<file path="src/rtl/mem_port_arbiter_if.sv">
// Requester-side bundle of the program/data RAM arbiter: three request ports
// plus the shared grant, read-return and starvation status signals.
// Ports: req/we/lock/addr/wdata from requesters; gnt/rvalid/rdata/err/err_src back.
interface mem_port_arbiter_if #(
    parameter int AW = 8,
    parameter int DW = 8
);
    logic [2:0]      req;      // per-port request, held until granted
    logic [2:0]      we;       // per-port write enable
    logic [2:0]      lock;     // per-port burst lock
    logic [3*AW-1:0] addr;     // port i at [i*AW +: AW]
    logic [3*DW-1:0] wdata;    // port i at [i*DW +: DW]
    logic [2:0]      gnt;      // one-hot grant, same cycle as the access
    logic [2:0]      rvalid;   // one-hot read-data valid, one cycle later
    logic [DW-1:0]   rdata;    // shared read data
    logic            err;      // one-cycle starvation pulse
    logic [2:0]      err_src;  // sticky starved-port record

    modport master (
        output req, we, lock, addr, wdata,
        input  gnt, rvalid, rdata, err, err_src
    );

    modport slave (
        input  req, we, lock, addr, wdata,
        output gnt, rvalid, rdata, err, err_src
    );
endinterface

</file>
<file path="src/rtl/mem_port_arbiter.sv">
// Purpose: shares one synchronous single-port RAM between loader (0), fetch (1) and write-back (2).
// Latency: grant and RAM access in the request cycle; read data/rvalid one cycle later.
// Backpressure: losers hold req until granted; a locked owner is never preempted.
// Ports: clk, rstn (async active-low); bus (slave side of mem_port_arbiter_if);
//        mem_en_o/mem_we_o/mem_addr_o/mem_wdata_o to the RAM, mem_rdata_i from it.
module mem_port_arbiter #(
    parameter int AW      = 8,
    parameter int DW      = 8,
    parameter int MAXWAIT = 15
) (
    input  logic              clk,
    input  logic              rstn,
    mem_port_arbiter_if.slave bus,
    output logic              mem_en_o,
    output logic              mem_we_o,
    output logic [AW-1:0]     mem_addr_o,
    output logic [DW-1:0]     mem_wdata_o,
    input  logic [DW-1:0]     mem_rdata_i
);
    localparam int            CW       = (MAXWAIT < 1) ? 1 : $clog2(MAXWAIT + 1);
    localparam logic [CW-1:0] WAIT_MAX = CW'(MAXWAIT);

    typedef enum logic [1:0] {OWN_NONE, OWN_P0, OWN_P1, OWN_P2} owner_e;

    owner_e        owner_q, owner_d;
    logic          last_rr_q, last_rr_d;   // 0: port 1 won last tie-break, 1: port 2
    logic [2:0]    rvalid_q, rvalid_d;
    logic [CW-1:0] wait_q [3];
    logic [CW-1:0] wait_d [3];
    logic          err_q, err_d;
    logic [2:0]    err_src_q, err_src_d;
    logic [2:0]    gnt;
    logic [2:0]    hit;
    logic [1:0]    own_idx;
    logic          own_vld;

    always_ff @(posedge clk or negedge rstn) begin
        if (!rstn) begin
            owner_q   <= OWN_NONE;
            last_rr_q <= 1'b1;            // port 1 wins the first 1/2 tie
            rvalid_q  <= '0;
            err_q     <= 1'b0;
            err_src_q <= '0;
            for (int i = 0; i < 3; i++) wait_q[i] <= '0;
        end else begin
            owner_q   <= owner_d;
            last_rr_q <= last_rr_d;
            rvalid_q  <= rvalid_d;
            err_q     <= err_d;
            err_src_q <= err_src_d;
            for (int i = 0; i < 3; i++) wait_q[i] <= wait_d[i];
        end
    end

    always_comb begin
        own_idx     = 2'd0;
        own_vld     = 1'b0;
        gnt         = '0;
        mem_en_o    = 1'b0;
        mem_we_o    = 1'b0;
        mem_addr_o  = '0;
        mem_wdata_o = '0;
        owner_d     = OWN_NONE;
        last_rr_d   = last_rr_q;
        hit         = '0;

        case (owner_q)
            OWN_P0:  begin own_idx = 2'd0; own_vld = 1'b1; end
            OWN_P1:  begin own_idx = 2'd1; own_vld = 1'b1; end
            OWN_P2:  begin own_idx = 2'd2; own_vld = 1'b1; end
            default: ;
        endcase

        // A live owner keeps the port; if it dropped req the lock is released
        // and the same cycle falls through to normal arbitration.
        if (own_vld && bus.req[own_idx])         gnt[own_idx] = 1'b1;
        else if (bus.req[0])                     gnt = 3'b001;
        else if (bus.req[1] && bus.req[2])       gnt = last_rr_q ? 3'b010 : 3'b100;
        else if (bus.req[1])                     gnt = 3'b010;
        else if (bus.req[2])                     gnt = 3'b100;

        for (int i = 0; i < 3; i++) begin
            if (gnt[i]) begin
                mem_en_o    = 1'b1;
                mem_we_o    = bus.we[i];
                mem_addr_o  = bus.addr[i*AW +: AW];
                mem_wdata_o = bus.wdata[i*DW +: DW];
                if (bus.lock[i])
                    owner_d = (i == 0) ? OWN_P0 : ((i == 1) ? OWN_P1 : OWN_P2);
                if (i == 1) last_rr_d = 1'b0;
                if (i == 2) last_rr_d = 1'b1;
            end
        end

        rvalid_d = gnt & ~bus.we;

        // Saturating wait counters; the pulse fires only on the step into MAXWAIT.
        for (int i = 0; i < 3; i++) begin
            wait_d[i] = wait_q[i];
            if (!bus.req[i] || gnt[i]) begin
                wait_d[i] = '0;
            end else if (wait_q[i] != WAIT_MAX) begin
                wait_d[i] = wait_q[i] + 1'b1;
                hit[i]    = (wait_d[i] == WAIT_MAX);
            end
        end

        err_d     = |hit;
        err_src_d = err_src_q | hit;
    end

    assign bus.gnt     = gnt;
    assign bus.rvalid  = rvalid_q;
    assign bus.rdata   = mem_rdata_i;
    assign bus.err     = err_q;
    assign bus.err_src = err_src_q;
endmodule

</file>
<file path="src/flat_wrapper.sv">
// flat-port wrapper written by rule: the top's interface ports become plain ports
module mem_port_arbiter_flat 
#(
    parameter int AW      = 8,
    parameter int DW      = 8,
    parameter int MAXWAIT = 15
)
  (clk, rstn, mem_en_o, mem_we_o, mem_addr_o, mem_wdata_o, mem_rdata_i, bus_req, bus_we, bus_lock, bus_addr, bus_wdata, bus_gnt, bus_rvalid, bus_rdata, bus_err, bus_err_src);
  mem_port_arbiter_if #(.AW(AW), .DW(DW)) bus_i ();
  input  logic clk;
  input  logic rstn;
  output logic mem_en_o;
  output logic mem_we_o;
  output logic [AW-1:0] mem_addr_o;
  output logic [DW-1:0] mem_wdata_o;
  input  logic [DW-1:0] mem_rdata_i;
  input wire logic [$bits(bus_i.req)-1:0] bus_req;
  input wire logic [$bits(bus_i.we)-1:0] bus_we;
  input wire logic [$bits(bus_i.lock)-1:0] bus_lock;
  input wire logic [$bits(bus_i.addr)-1:0] bus_addr;
  input wire logic [$bits(bus_i.wdata)-1:0] bus_wdata;
  output wire logic [$bits(bus_i.gnt)-1:0] bus_gnt;
  output wire logic [$bits(bus_i.rvalid)-1:0] bus_rvalid;
  output wire logic [$bits(bus_i.rdata)-1:0] bus_rdata;
  output wire logic [$bits(bus_i.err)-1:0] bus_err;
  output wire logic [$bits(bus_i.err_src)-1:0] bus_err_src;
  assign bus_i.req = bus_req;
  assign bus_i.we = bus_we;
  assign bus_i.lock = bus_lock;
  assign bus_i.addr = bus_addr;
  assign bus_i.wdata = bus_wdata;
  assign bus_gnt = bus_i.gnt;
  assign bus_rvalid = bus_i.rvalid;
  assign bus_rdata = bus_i.rdata;
  assign bus_err = bus_i.err;
  assign bus_err_src = bus_i.err_src;
  mem_port_arbiter #(.AW(AW), .DW(DW), .MAXWAIT(MAXWAIT)) u_core (.clk(clk), .rstn(rstn), .bus(bus_i), .mem_en_o(mem_en_o), .mem_we_o(mem_we_o), .mem_addr_o(mem_addr_o), .mem_wdata_o(mem_wdata_o), .mem_rdata_i(mem_rdata_i));
endmodule
</file>
<file path="config.mk">
export PLATFORM = sky130hd
export DESIGN_NAME = mem_port_arbiter_flat
export DESIGN_NICKNAME = d
export VERILOG_FILES = /design/src/rtl/mem_port_arbiter_if.sv /design/src/rtl/mem_port_arbiter.sv /design/src/flat_wrapper.sv
export SDC_FILE = /design/constraint.sdc
export NUM_CORES = 1
export LEC_CHECK = 0
export ABC_CLOCK_PERIOD_IN_PS = 2400
export CORE_ASPECT_RATIO = 0.5
export CORE_MARGIN = 4
export CORE_UTILIZATION = 37
export CTS_CLUSTER_DIAMETER = 30
export DETAILED_ROUTE_END_ITERATION = 16
export GPL_TIMING_DRIVEN = 0
export PLACE_DENSITY = 0.83
export REMOVE_ABC_BUFFERS = 1
export SETUP_SLACK_MARGIN = 0.02
export SLEW_MARGIN = 0
export SYNTH_ARGS = -nofsm -noshare
export SYNTH_HDL_FRONTEND = slang
export SYNTH_SLANG_ARGS = --single-unit
</file>
<file path="constraint.sdc">
create_clock -name clk -period 2.4 [get_ports clk]
set_input_delay 0.72 -clock clk [delete_from_list [all_inputs] [get_ports clk]]
set_output_delay 0.72 -clock clk [all_outputs]
set_load 0.01 [all_outputs]
</file>
* Word level (Yosys, flattened, before mapping) *
Index checks and enable logic that the tools add are counted.
W data, S select, Z words.

storage, ports and cells
  word-level logic and storage cells = 84
  register bits after elaboration = 22
  input bits = 67
  output and inout bits = 36

cells by class
  reduce and logical (&&, ||, !) cells = 15
  $lt $le $gt $ge = 2
  add/subtract/negate cells = 3
  equality and inequality tests = 9
  multiplexer cells = 44
  bitwise gates (word level) = 3

operator list
  operator               number
  $mux W8                6
  $mux W4                6
  $mux W1                18
  $mux W3                6
  $add A4 B1 Y4 const B  3
  $eq A4 B4 Y1 const B   3
  $ne A4 B4 Y1 const B   3
  $mux W2                5
  $reduce_bool A2 Y1     4
  $reduce_or A3 Y1       2
  $eq A2 B2 Y1 const B   2
  $pmux W2 S2            1
  $and A3 B3 Y3          1
  $logic_and A1 B1 Y1    3
  $logic_not A1 Y1       3
  $logic_or A1 B1 Y1     3
  $lt A2 B3 Y1 const B   1
  $not A3 Y3             1
  $or A3 B3 Y3           1
  $bmux W1 S2            1
  $demux W1 S2           1
  $eq A2 B1 Y1 const B   1
  $ge A2 B1 Y1 const B   1

* Longest topological paths before layout *
  depth in word-level cells = 12
  depth in mapped cells = 8
  gate-level depth less buffers = 6

* Worst setup path after synthesis *
Ideal clock, no wire load.

  kind = input to output
  start = input bus_req[0]
  end = output mem_we_o
  setup slack = -0.043 ns
  path buffers = 1
  stages on the path = 6
  data arrival time = 1.723 ns
  data required time = 1.680 ns
  path through = nor3b_1 nor3_2 nor2b_2 buf_2 nand2_1 a21oi_1

on the way
  elaborated cells between the ends (all ways) = 8
  those cells by class = 7 x mux; 1 x reduce/logical

RTL lines
  item                           RTL line                RTL
  start: declaration             flat_wrapper.sv:17      input wire logic [$bits(bus_i.req)-1:0] bus_req;
  $bmux W1 S2                    mem_port_arbiter.sv:76  if (own_vld && bus.req[own_idx]) gnt[own_idx] = 1'b1;
  $mux W1 (implied by the code)  mem_port_arbiter.sv:76
  $logic_and A1 B1 Y1            mem_port_arbiter.sv:76
  $mux W3 (*)                    mem_port_arbiter.sv:76
  net bus_gnt[1]                 flat_wrapper.sv:22      output wire logic [$bits(bus_i.gnt)-1:0] bus_gnt;
  $mux W1 (*) (2 in a row)       mem_port_arbiter.sv:83  if (gnt[i]) begin
  end: declaration               flat_wrapper.sv:13      output logic mem_we_o;

Mark *: on every way through the listed nets, which the timed path passes. The rest lies on a longest branch. The select of a mux whose other input is x is not followed.

* Worst setup path after layout *
  start = register u_core.owner_q[1]
  end = output mem_addr_o[5]

on the way
  longest elaborated chain between the ends = 10
  elaborated cells between the ends (all ways) = 18
  those cells by class = 2 x order compare; 3 x eq/ne; 10 x mux; 3 x reduce/logical

RTL lines
  item                                                                       RTL line                RTL
  start: declaration                                                         mem_port_arbiter.sv:25  owner_e owner_q, owner_d;
  start signal: assignment                                                   mem_port_arbiter.sv:46  owner_q <= owner_d;
  $eq A2 B2 Y1                                                               mem_port_arbiter.sv:67  case (owner_q)
  $pmux W2 S2                                                                mem_port_arbiter.sv:67
  $lt A2 B3 Y1 (implied by the code) / $ge A2 B1 Y1 (equally long branches)  mem_port_arbiter.sv:76
  $logic_and A1 B1 Y1 (implied by the code)                                  mem_port_arbiter.sv:76
  $mux W1 (implied by the code)                                              mem_port_arbiter.sv:76
  $demux W1 S2                                                               n/a
  $mux W3 (*)                                                                mem_port_arbiter.sv:76
  $mux W8 (2 in a row)                                                       mem_port_arbiter.sv:83
  $mux W8 (*)                                                                mem_port_arbiter.sv:83
  end: declaration                                                           flat_wrapper.sv:14      output logic [AW-1:0] mem_addr_o;

Mark *: on every way between the ends. The rest lies on a longest branch, timed or not. The select of a mux whose other input is x is not followed.

==> impl_metrics.env <==
export IMPL_finalHoldViolCount=0
export IMPL_seq_area_um2=554
export IMPL_critPathMaxFanout=5
export IMPL_grt_max_degree=23
export IMPL_place_area_um2=2440
export IMPL_die_w_um=102
export IMPL_num_vias=1745
export IMPL_yosys_register_bits=22
export IMPL_hold_path_class="reg -> reg"
export IMPL_place_congestion=0.778
export IMPL_rrSetupSlack_ns=0.87
export IMPL_finalSetupViolCount=19
export IMPL_antenna_cells=0
export IMPL_hold_depth=1
export IMPL_cp_cell_sequence="nor2b_4 -> nor3_4 -> buf_6 -> nor2b_4 -> buf_12 -> buf_6 -> a221oi_4 -> nor2_1 -> buf_2"
export IMPL_track_usage=0.209
export IMPL_wl_per_cell_um=18.0
export IMPL_irDropWorstVdd_mv=0.181
export IMPL_first_iter_violations=67
export IMPL_failed_checks="negative setup slack"
export IMPL_rr_startpoint="u_core.last_rr_q$_DFFE_PN1P_"
export IMPL_synth_top_flop_cell="dfrtp_1"
export IMPL_slowest_stage="dfrtp_2"
export IMPL_final_area_um2=2770
export IMPL_tritoncts="yes"
export IMPL_die_h_um=55.1
export IMPL_worstPathRequired_ns=1.68
export IMPL_r2r_cells=7
export IMPL_nets=352
export IMPL_routed_wl_um=5960
export IMPL_status="finished, violations left"
export IMPL_p_leak_nw=1.20
export IMPL_hold_path_startpoint="u_core.bus.err_src[2]$_DFF_PN0_"
export IMPL_pre_cts_slack_ns=-1.91
export IMPL_grt_pass1_wl_um=8980
export IMPL_max_stage_delay_ns=0.46
export IMPL_yosys_cell_types_count=38
export IMPL_first_global_vias=1811
export IMPL_worst_slew_pin_slew_ns=0.982
export IMPL_postCtsHoldBufs=0
export IMPL_cts_max_level=1
export IMPL_cts_sinks=22
export IMPL_power_mw=1.24
export IMPL_arrival_ns=2.02
export IMPL_fillers=289
export IMPL_slew_headroom=0.343
export IMPL_final_cell_mix="clkdlybuf4s50_1, nor2_1, dfrtp_1, buf_2"
export IMPL_crit_path_end_kind="output port"
export IMPL_port_buffers=86
export IMPL_insertion_delay_ns=0.26
export IMPL_root_buffer="clkbuf_8"
export IMPL_boundaryPins=103
export IMPL_criticalPathCategory="reg -> out"
export IMPL_synth_edf_count=0
export IMPL_avgViaCountPerCell=5.26
export IMPL_drc=0
export IMPL_path_clk_slew_ns=0.09
export IMPL_hold_end="u_core.bus.err_src[2]$_DFF_PN0_"
export IMPL_final_common_cell="clkdlybuf4s50_1"
export IMPL_post_route_period_util=1.14
export IMPL_synthArstFlopShare=1.00
export IMPL_critPathBufInv=4
export IMPL_syn_cell_area_um2=1640
export IMPL_r2r_end="u_core.bus.rvalid[1]$_DFF_PN0_"
export IMPL_pwr_density_cell_nw_per_um2=446
export IMPL_initial_utilization=0.402
export IMPL_min_period_ns=2.74
export IMPL_max_cap_violations=0
export IMPL_drive_gt1_frac=0.295
export IMPL_multiInputGateArea_um2=1040
export IMPL_yosysSeqAreaShare=0.336
export IMPL_rsz0062_at_grt="yes"
export IMPL_dp_hpwl_um=3650
export IMPL_drv_slew=0
export IMPL_clock_skew_final_ns=0.00880
export IMPL_antenna_found_initial=0
export IMPL_clock_path_buffers=2
export IMPL_grt_overflow=0
export IMPL_start_kind="flip-flop"
export IMPL_yosys_warnings=0
export IMPL_fin_ws_ns=-0.345
export IMPL_postRouteAntennaNets=0
export IMPL_dieArea_um2=5630
export IMPL_core_um2=4080
export IMPL_fmax_ghz=0.364
export IMPL_area_growth_pct=68.5
export IMPL_first_pass_iters=4
export IMPL_cts_buffers=3
export IMPL_cpLargestDelayFamily="buffers and inverters"
export IMPL_rows=16
export IMPL_syn_area_per_cell_um2=9.08
export IMPL_syn_inst=181
-- what timing repair did --
item	4_1_cts	5_1_grt
hold endpoints to repair	0	0
buffers inserted	19	4
resized for setup	131	5
cloned	2	0
pin swaps	17	12
endpoints found under the setup margin	25	20
-- per-stage QoR --
step / setup TNS, ns / utilization / std cells / hold WS [ns]
after global placement: -38.56 / 0.598 / 305 / 0.448
after CTS: -2.38 / 0.669 / 330 / 0.479
after global routing: -4.60 / 0.678 / 332 / 0.488
after floorplan: -7.25 / - / 165 / 0.424
final: -3.01 / 0.678 / 332 / 0.480
after detailed placement: -39.46 / 0.598 / 305 / 0.456
-- per-layer routing --
metal	GRT usage	wire length [µm]
met2	0.396	3070
met3	0.0826	527
met5	0	0
met1	0.216	2180
met4	0.0784	177
-- power breakdown --
| part | leakage, nW | switching [mW] | internal [mW] |
|---|---|---|---|
| clock | 0.0228 | 0.123 | 0.118 |
| sequential | 0.294 | 0.0270 | 0.394 |
| combinational | 0.884 | 0.258 | 0.314 |
-- worst register-to-register path, cell delays in order, from the launching register on --
cell	delay [ns]
dfstp_2	0.56
nor3b_4	0.22
nor3_4	0.06
buf_4	0.14
nor2b_4	0.13
buf_6	0.14
buf_4	0.11
nor2b_1	0.11
-- worst max path at each step --
stage,to,cells past startpoint,from,slack (ns)
after floorplan,mem_we_o,5,bus_req[0],-0.47
after global placement,mem_wdata_o[7],8,bus_req[0],-1.87
after detailed placement,mem_addr_o[0],8,bus_req[0],-1.91
after CTS,mem_addr_o[0],10,bus_req[0],-0.25
after global routing,mem_addr_o[5],9,u_core.owner_q[1]$_DFF_PN0_,-0.41
final,mem_addr_o[5],9,u_core.owner_q[1]$_DFF_PN0_,-0.34
-- Yosys cell counts (2+ instances only) --
library cell / instances / area, µm²
a211oi_1: 4 / 30.0
a21oi_1: 2 / 10.0
a221oi_2: 16 / 240
a22o_1: 2 / 17.5
a31oi_1: 3 / 18.8
buf_2: 3 / 15.0
buf_4: 9 / 67.6
buf_6: 4 / 45.0
dfrtp_1: 21 / 526
ha_1: 6 / 75.1
inv_1: 5 / 18.8
inv_2: 2 / 7.51
nand2_1: 11 / 41.3
nand2b_1: 7 / 43.8
nand3_1: 5 / 25.0
nand3b_1: 2 / 15.0
nand4_1: 2 / 12.5
nor2_1: 46 / 173
nor2b_1: 2 / 12.5
nor3_1: 7 / 35.0
o21ai_0: 2 / 10.0
xnor2_1: 3 / 26.3
xor2_1: 2 / 17.5
-- sequential cells by signal, indices dropped and copies added (netlist names) --
signal              cells
u_core.wait_q          12
u_core.bus.err          1
u_core.owner_q          2
u_core.last_rr_q        1
u_core.bus.rvalid       3
u_core.bus.err_src      3
-- final cells by class --
type | instances | area share
clock buffers | 4 | 0.0163
inverters | 7 | 0.0140
multi-input cells | 137 | 0.377
flip-flops and latches | 22 | 0.200
well taps | 54 | 0.0244
repair buffers | 108 | 0.368
-- kinds of logic (layout without fill, tap and decap cells) --
logic type / Yosys count / after routing / synth area share
compound gates: 34 / 34 / 0.224
xor+xnor: 5 / 5 / 0.0267
fa+ha+maj: 6 / 6 / 0.0457
buf+inv: 23 / 119 / 0.0937
flops: 22 / 22 / 0.336
mux: 1 / 1 / 0.00609
simple gates: 90 / 91 / 0.268
(Power assumes the default switching activity.)
